`config.mk`:
```
export PLATFORM = sky130hd
export DESIGN_NAME = ram_readback_verifier
export DESIGN_NICKNAME = d
export VERILOG_FILES = /design/src/rtl/ram_readback_verifier.sv
export SDC_FILE = /design/constraint.sdc
export NUM_CORES = 1
export LEC_CHECK = 0
export BUFFER_PORTS_ARGS = -buffer_cell sky130_fd_sc_hd__buf_4
export CORE_MARGIN = 4
export CORE_UTILIZATION = 45
export DETAILED_ROUTE_END_ITERATION = 6
export GPL_ROUTABILITY_DRIVEN = 0
export GPL_TIMING_DRIVEN = 0
export PLACE_DENSITY = 0.71
export SLEW_MARGIN = 30
export SYNTH_ARGS = -nofsm -noshare
export SYNTH_HDL_FRONTEND = slang
export SYNTH_SLANG_ARGS = --single-unit
```
`constraint.sdc`:
```
create_clock -name clk -period 6.65 [get_ports clk]
set_clock_uncertainty 0.05 [all_clocks]
set_input_delay 0.9975 -clock clk [delete_from_list [all_inputs] [get_ports clk]]
set_output_delay 0.9975 -clock clk [all_outputs]
set_load 0.02 [all_outputs]
```
`src/rtl/ram_readback_verifier.sv`:
```
// Read-only sweep engine for a 128x16 async RAM: checks RAM[a] == seed - a over 0..LAST_ADRS.
// Optional feature: define RDBK_CHECKSUM_EN to add a running checksum output of all words read.
module ram_readback_verifier #(
  parameter int ADDR_W    = 7,
  parameter int DATA_W    = 16,
  parameter int LAST_ADRS = 127,
  parameter int WAIT_CYC  = 2
) (
  input  logic              clk,
  input  logic              rst,
  input  logic              start,
  input  logic [DATA_W-1:0] seed,
  output logic [ADDR_W-1:0] adrs,
  output logic              _ce,
  output logic              _we,
  output logic              _oe,
  input  logic [DATA_W-1:0] dataOut,
  output logic              busy,
  output logic              done,
  output logic              pass,
  output logic [7:0]        err_count,
  output logic [ADDR_W-1:0] first_err_adrs,
`ifdef RDBK_CHECKSUM_EN
  output logic [DATA_W-1:0] checksum,
`endif
  output logic [DATA_W-1:0] first_err_data
);

  localparam int CW = (WAIT_CYC > 1) ? $clog2(WAIT_CYC) : 1;

  typedef enum logic [2:0] {IDLE, SETUP, WAIT, SAMPLE, FINISH} state_t;

  state_t              state_q, state_d;
  logic [ADDR_W-1:0]   adrs_q, adrs_d;
  logic                en_n_q, en_n_d;
  logic                busy_q, busy_d;
  logic                done_q, done_d;
  logic                pass_q, pass_d;
  logic [7:0]          err_q, err_d;
  logic [ADDR_W-1:0]   fadr_q, fadr_d;
  logic [DATA_W-1:0]   fdat_q, fdat_d;
  logic [DATA_W-1:0]   seed_q, seed_d;
  logic [CW-1:0]       cnt_q, cnt_d;
  logic [DATA_W-1:0]   expected;
  logic                mismatch;
`ifdef RDBK_CHECKSUM_EN
  logic [DATA_W-1:0]   csum_q, csum_d;
`endif

  assign expected = seed_q - DATA_W'(adrs_q);
  assign mismatch = (dataOut != expected);

  always_comb begin
    state_d = state_q;
    adrs_d  = adrs_q;
    en_n_d  = en_n_q;
    busy_d  = busy_q;
    done_d  = 1'b0;
    pass_d  = pass_q;
    err_d   = err_q;
    fadr_d  = fadr_q;
    fdat_d  = fdat_q;
    seed_d  = seed_q;
    cnt_d   = cnt_q;
`ifdef RDBK_CHECKSUM_EN
    csum_d  = csum_q;
`endif
    case (state_q)
      IDLE: begin
        if (start) begin
          seed_d  = seed;
          err_d   = '0;
          fadr_d  = '0;
          fdat_d  = '0;
          pass_d  = 1'b0;
          adrs_d  = '0;
          busy_d  = 1'b1;
          en_n_d  = 1'b0;
`ifdef RDBK_CHECKSUM_EN
          csum_d  = '0;
`endif
          state_d = SETUP;
        end
      end
      SETUP: begin
        cnt_d   = CW'(WAIT_CYC - 1);
        state_d = (WAIT_CYC > 1) ? WAIT : SAMPLE;
      end
      WAIT: begin
        if (cnt_q <= CW'(1)) state_d = SAMPLE;
        else                 cnt_d   = cnt_q - CW'(1);
      end
      SAMPLE: begin
        if (mismatch) begin
          if (err_q != 8'hFF) err_d = err_q + 8'd1;
          // err_q is still zero only on the first mismatch of the sweep
          if (err_q == 8'd0) begin
            fadr_d = adrs_q;
            fdat_d = dataOut;
          end
        end
`ifdef RDBK_CHECKSUM_EN
        csum_d = csum_q + dataOut;
`endif
        if (adrs_q == ADDR_W'(LAST_ADRS)) begin
          state_d = FINISH;
          busy_d  = 1'b0;
          done_d  = 1'b1;
          en_n_d  = 1'b1;
          pass_d  = (err_d == 8'd0);
        end else begin
          adrs_d  = adrs_q + ADDR_W'(1);
          state_d = SETUP;
        end
      end
      FINISH:  state_d = IDLE;
      default: state_d = IDLE;
    endcase
  end

  always_ff @(posedge clk) begin
    if (rst) begin
      state_q <= IDLE;
      adrs_q  <= '0;
      en_n_q  <= 1'b1;
      busy_q  <= 1'b0;
      done_q  <= 1'b0;
      pass_q  <= 1'b0;
      err_q   <= '0;
      fadr_q  <= '0;
      fdat_q  <= '0;
      seed_q  <= '0;
      cnt_q   <= '0;
`ifdef RDBK_CHECKSUM_EN
      csum_q  <= '0;
`endif
    end else begin
      state_q <= state_d;
      adrs_q  <= adrs_d;
      en_n_q  <= en_n_d;
      busy_q  <= busy_d;
      done_q  <= done_d;
      pass_q  <= pass_d;
      err_q   <= err_d;
      fadr_q  <= fadr_d;
      fdat_q  <= fdat_d;
      seed_q  <= seed_d;
      cnt_q   <= cnt_d;
`ifdef RDBK_CHECKSUM_EN
      csum_q  <= csum_d;
`endif
    end
  end

  assign adrs           = adrs_q;
  assign _ce            = en_n_q;
  assign _oe            = en_n_q;
  assign _we            = 1'b1;
  assign busy           = busy_q;
  assign done           = done_q;
  assign pass           = pass_q;
  assign err_count      = err_q;
  assign first_err_adrs = fadr_q;
  assign first_err_data = fdat_q;
`ifdef RDBK_CHECKSUM_EN
  assign checksum       = csum_q;
`endif

endmodule

```
After elaboration in Yosys (flattened, before gate mapping):

Index checks and enable logic that the tools add are counted.

* bits in registers: 62
* input port bits: 35
* output and inout bits: 44
* word-level logic and storage cells: 73

* equality and inequality tests: 13
* add/sub/neg operators: 4
* reductions and logical operators: 13
* muxes and demuxes: 30
* magnitude comparators: 1
* bitwise logic cells: 1

Operators by type and width (number)
* $mux W16: 3
* $mux W8: 4
* $pmux W16 S2: 1
* $mux W7: 4
* $pmux W7 S2: 2
* $logic_not A8 Y1: 2
* $ne A16 B16 Y1: 1
* $pmux W8 S2: 1
* $sub A16 B7 Y16: 1
* $ne A2 B2 Y1 const B: 7
* $pmux W3 S4: 1
* $mux W3: 3
* $add A8 B1 Y8 const B: 1
* $ne A8 B8 Y1 const B: 1
* $pmux W1 S2: 4
* $reduce_and A2 Y1: 4
* $add A7 B1 Y7 const B: 1
* $eq A7 B7 Y1 const B: 1
* $mux W1: 7
* $eq A3 B2 Y1 const B: 2
* $reduce_and A3 Y1: 2
* $reduce_and A4 Y1: 1
* $reduce_bool A2 Y1: 2
* $eq A3 B1 Y1 const B: 1
* other kinds (5): 5

Depth between registers and ports, before layout:

* depth after elaboration: 7
* gate-level depth with buffers: 14
* mapped depth without buffers: 12

Worst setup path after synthesis:

No wires, ideal clock.

* path kind: reg-to-reg
* start point: register adrs_q[0], in the netlist adrs[0]
* end point: register err_q[0], in the netlist err_count[0]
* path slack: 3197 ps
* arrival: 3324 ps
* path buffers: 2
* data required time: 6521 ps
* stages on the path, launching flop included: 13
* period minus slack after synthesis: 3453 ps
* setup time: 79 ps
* cells stage by stage: dfxtp_1 -> ha_1 -> fa_1 -> xnor2_1 -> or4_1 -> or4_1 -> nor4_1 -> nand4b_1 -> buf_6 -> and2_4 -> buf_6 -> o21a_1 -> a211oi_2

* word-level cells in the longest chain between the ends: 5

Ends and longest elaborated chain
* start: declaration: RTL line 34 `logic [ADDR_W-1:0] adrs_q, adrs_d;`
* start signal: assignment: RTL line 139 `adrs_q <= adrs_d;`
* $sub A16 B7 Y16: RTL line 50 `assign expected = seed_q - DATA_W'(adrs_q);`
* $ne A16 B16 Y1: RTL line 51 `assign mismatch = (dataOut != expected);`
* $mux W8: RTL line 94 `if (mismatch) begin`
* $mux W8: RTL line 68 `case (state_q)`
* $pmux W8 S2: RTL line 68
* end signal: assignment: RTL line 144 `err_q <= err_d;`
* end: declaration: RTL line 39 `logic [7:0] err_q, err_d;`

Every way passes these cells. The select of a mux whose other input is x is not followed.
A chain may end at the register's enable or synchronous reset.

Worst setup path after layout:

* start point: register adrs_q[0], in the netlist adrs[0]
* end point: register fadr_q[2], in the netlist first_err_adrs[2]

* word-level cells in the longest chain between the ends: 4

Ends and longest elaborated chain
* $sub A16 B7 Y16: RTL line 50
* $ne A16 B16 Y1: RTL line 51
* $ne A2 B2 Y1 (no line)
* $reduce_and A4 Y1 (no line)
* end signal: assignment: RTL line 145 `fadr_q <= fadr_d;`
* end: declaration: RTL line 40 `logic [ADDR_W-1:0] fadr_q, fadr_d;`

Every way passes these cells.

==> results by group <==
Power
  • Comb power frac: 0.231
  • NetSw: between 0.0003 and 0.0004 W
  • P_int: between 0.0007 and 0.0008 W
  • Lkg Pwr: between 1.5 and 2 nW
  • Clock share of power: 0.371
  • Sw Share: 0.303
  • Tot Pwr: about 0.0010 W
  • Flop pwr share: 0.398
  • PwrDens: 242 nW/um2
  • Max VDD drop: roughly 130 uV

Clocking
  • CTS Sinks: between 60 and 70
  • Worst-path clk slew: 70 ps
  • Post-CTS Setup Repair Bufs: 0
  • Cts repair resizes: 0
  • CTS Hold Bufs: 0
  • CTS tree: yes
  • CTS buffer count: 9
  • Root Buffer: clkbuf_8
  • H-tree Lvls: 3
  • CTS Buffer Depth: 2
  • Worst skew pair latency: ~340 ps

Die
  • Die footprint: 8640 um2
  • Io pins: slightly below 80
  • Die Y: between 90 and 100 um
  • Die W: between 90 and 100 um
  • Core Box Area: roughly 6900 um2
  • Starting density of the core: 0.470
  • # rows: 30

Yosys
  • Prevailing post-synth register cell: dfxtp_1
  • Synth Cell Area: 3250 um2
  • Async set-reset flop share out of synthesis: 0
  • Seq/Total Area, Yosys: 0.376
  • Yosys cell types: between 50 and 60
  • Synthesized Nets: between 400 and 500
  • Mapped Cells: about 420
  • FF+latch count, synth: a little over 60
  • EDFF count, synth: 0
  • YS warnings: 0
  • Avg Inst Size Synth: 7.76 um2

Cells and area
  • Multi-input logic area: 1860 um2
  • Antenna Cells: 0
  • Layout fillers: around 680
  • Nets: 552
  • Synth-to-layout area growth: 28.6%
  • Fraction of layout instances using a drive strength above 1: 0.211
  • Fin area: 4170 um2
  • Storage cell area: about 1200 um2

Setup path
  • CP arrival: 4200 ps
  • Flop-to-flop setup slack: 2670 ps
  • Reg2reg path depth: 12
  • Critical path data required time: between 6000 and 7000 ps
  • Worst Setup Start Kind: register
  • CP cell instances: ha_1, fa_1, xnor2_1, or4_1, or4_1, nor4_1, nand4b_1, buf_6, nand4_1, buf_2, nand3_1, a21oi_1
  • Critical-path top delay cell: or4_1
  • Slowest stage delay, CP: ~500 ps
  • CP Class: register to register
  • Worst Setup End Kind: register
  • Worst path most repeated cell: or4_1
  • Max FO, Critical Path: 10

Timing
  • Final setup fails: 0
  • F_max: 251 MHz
  • Pins Over Slew Limit: 0
  • Period utilization: 0.598
  • Worst-margin pin slew: 622 ps
  • Final Hold Fails: 0
  • Total negative setup slack: 0 ps
  • Crit path time final: 3980 ps
  • RSZ-0062 raised after global routing: no
  • Relative slew slack: 0.585

Routing
  • Drt total wl: around 9.1 mm
  • Drt via density: 5.34
  • 1st-pass router iterations: 4
  • DR vias: approximately 3200
  • DRC violations left: 0
  • Initial DRC Count: between 150 and 200
  • Avg WL per Cell: roughly 15 um
  • Post-route antenna net violation count: 0

GRT
  • Pin count of the biggest net entering global routing: 12
  • First-pass GRT wire length: between 10 and 15 mm
  • Gr ovfl total: 0
  • Vias in the first global route: between 2000 and 3000
  • GRT Resource Usage Total: 0.214
  • Initial antenna violation count: 0

Placed design
  • Post-DP HPWL: between 6 and 7 mm
  • Post-DP Area: around 4000 um2
  • I/O Buffers: 76

Hold path
  • Min-Delay Path Class: register to register
  • Worst hold stages: 2

Run status
  • Status: complete, no violations

Job
  • Max capacitance violation total: 0
==> cells in the mapped netlist (all sizes together), types with 2 or more instances <==
library cell / count / area, um2
o211ai: 2 / 15.0
o21a: 3 / 22.5
o21ai: 10 / 50.1
nor4: 2 / 12.5
buf: 6 / 47.5
o31ai: 3 / 22.5
or3: 3 / 18.8
nor2: 23 / 86.3
a21oi: 58 / 290
and4: 2 / 17.5
ha: 10 / 125
and3: 4 / 25.0
xor2: 4 / 35.0
a31oi: 6 / 37.5
nand2: 72 / 270
dfxtp: 61 / 1220
nand2b: 5 / 31.3
or4: 5 / 41.3
or2: 2 / 12.5
xnor2: 19 / 166
a211oi: 2 / 20.0
nor4b: 4 / 35.0
nand3: 35 / 175
and2: 4 / 27.5
nand4: 5 / 31.3
clkbuf: 19 / 71.3
mux2i: 7 / 70.1
nand4b: 2 / 17.5
inv: 14 / 52.6
nor3: 10 / 55.1
==> power by group through the flow <==
stage               registers, W  logic (W)  clock network, W
floorplan               0.000413   0.000153                 0
global placement        0.000408   0.000225                 0
detailed placement      0.000410   0.000232                 0
CTS                     0.000401   0.000233          0.000379
global route            0.000404   0.000256          0.000401
finish                  0.000401   0.000233          0.000375
==> cell type report <==
type                       instances  area share
multi-input combinational        318       0.445
sequential                        61       0.293
timing repair buffer              77       0.138
clock buffer                      10      0.0330
tap                               96      0.0288
buffer                            25      0.0285
clock inverter                     6      0.0207
inverter                          14      0.0126
==> cell usage in the layout (no fill, tap or decap), types with 6 or more instances in the layout <==
| cell type | count |
|---|---|
| nor2_1 | 23 |
| ha_1 | 10 |
| nand2_1 | 72 |
| mux2i_1 | 7 |
| o21ai_0 | 10 |
| a31oi_1 | 6 |
| nand3_1 | 35 |
| nor3_1 | 9 |
| inv_1 | 14 |
| buf_4 | 79 |
| dfxtp_1 | 61 |
| xnor2_1 | 19 |
| a21oi_1 | 58 |
| clkbuf_8 | 10 |
| clkbuf_1 | 19 |
==> worst paths after layout <==
check / end / start
max: first_err_adrs[2] / adrs[0]
min: seed_q[5] / seed_q[5]
max reg2reg: first_err_adrs[2] / adrs[0]
min reg2reg: seed_q[5] / seed_q[5]
==> logic make-up after synthesis <==
family          Yosys count  synth area share
xor+xnor                 23            0.0621
fa+ha+maj                11            0.0447
mux                       8            0.0251
other cells               1           0.00116
simple gates            183             0.276
compound gates           92             0.162
buf+inv                  39            0.0528
flops                    61             0.376
==> state kept, by name (all words and copies together), names as in the netlist, 3 cells and up <==
register        cells
first_err_data     16
seed_q             16
err_count           8
adrs                7
first_err_adrs      7
state_q             3
==> metrics by stage <==
step	std cells	util	hold slack (ps)	setup WS, ps
CTS	607	0.604	411	2680
detailed placement	591	0.572	402	2570
finish	607	0.604	410	2670
global route	607	0.604	427	2480
global placement	590	0.570	397	2600
floorplan	418	-	386	3200
==> worst max-delay path: cells and delay by family (launching register included) <==
family                   cells  cell delay (ps)
buffers and inverters        2              500
adder cells (fa/ha/maj)      2              670
XOR/XNOR                     1              140
AND/OR/NAND/NOR              6             1880
AO/OA/AOI/OAI                1              160
flip-flops                   1              490
==> routing by layer <==
metal  vias to the layer above  track usage  part of all wire
met5                         -            0                 0
met2                        95        0.346              0.48
met3                         8       0.0561             0.061
met4                         0       0.0549            0.0085
li1                       1637            -                 -
met1                      1502        0.285              0.45
(Power assumes the default switching activity.)
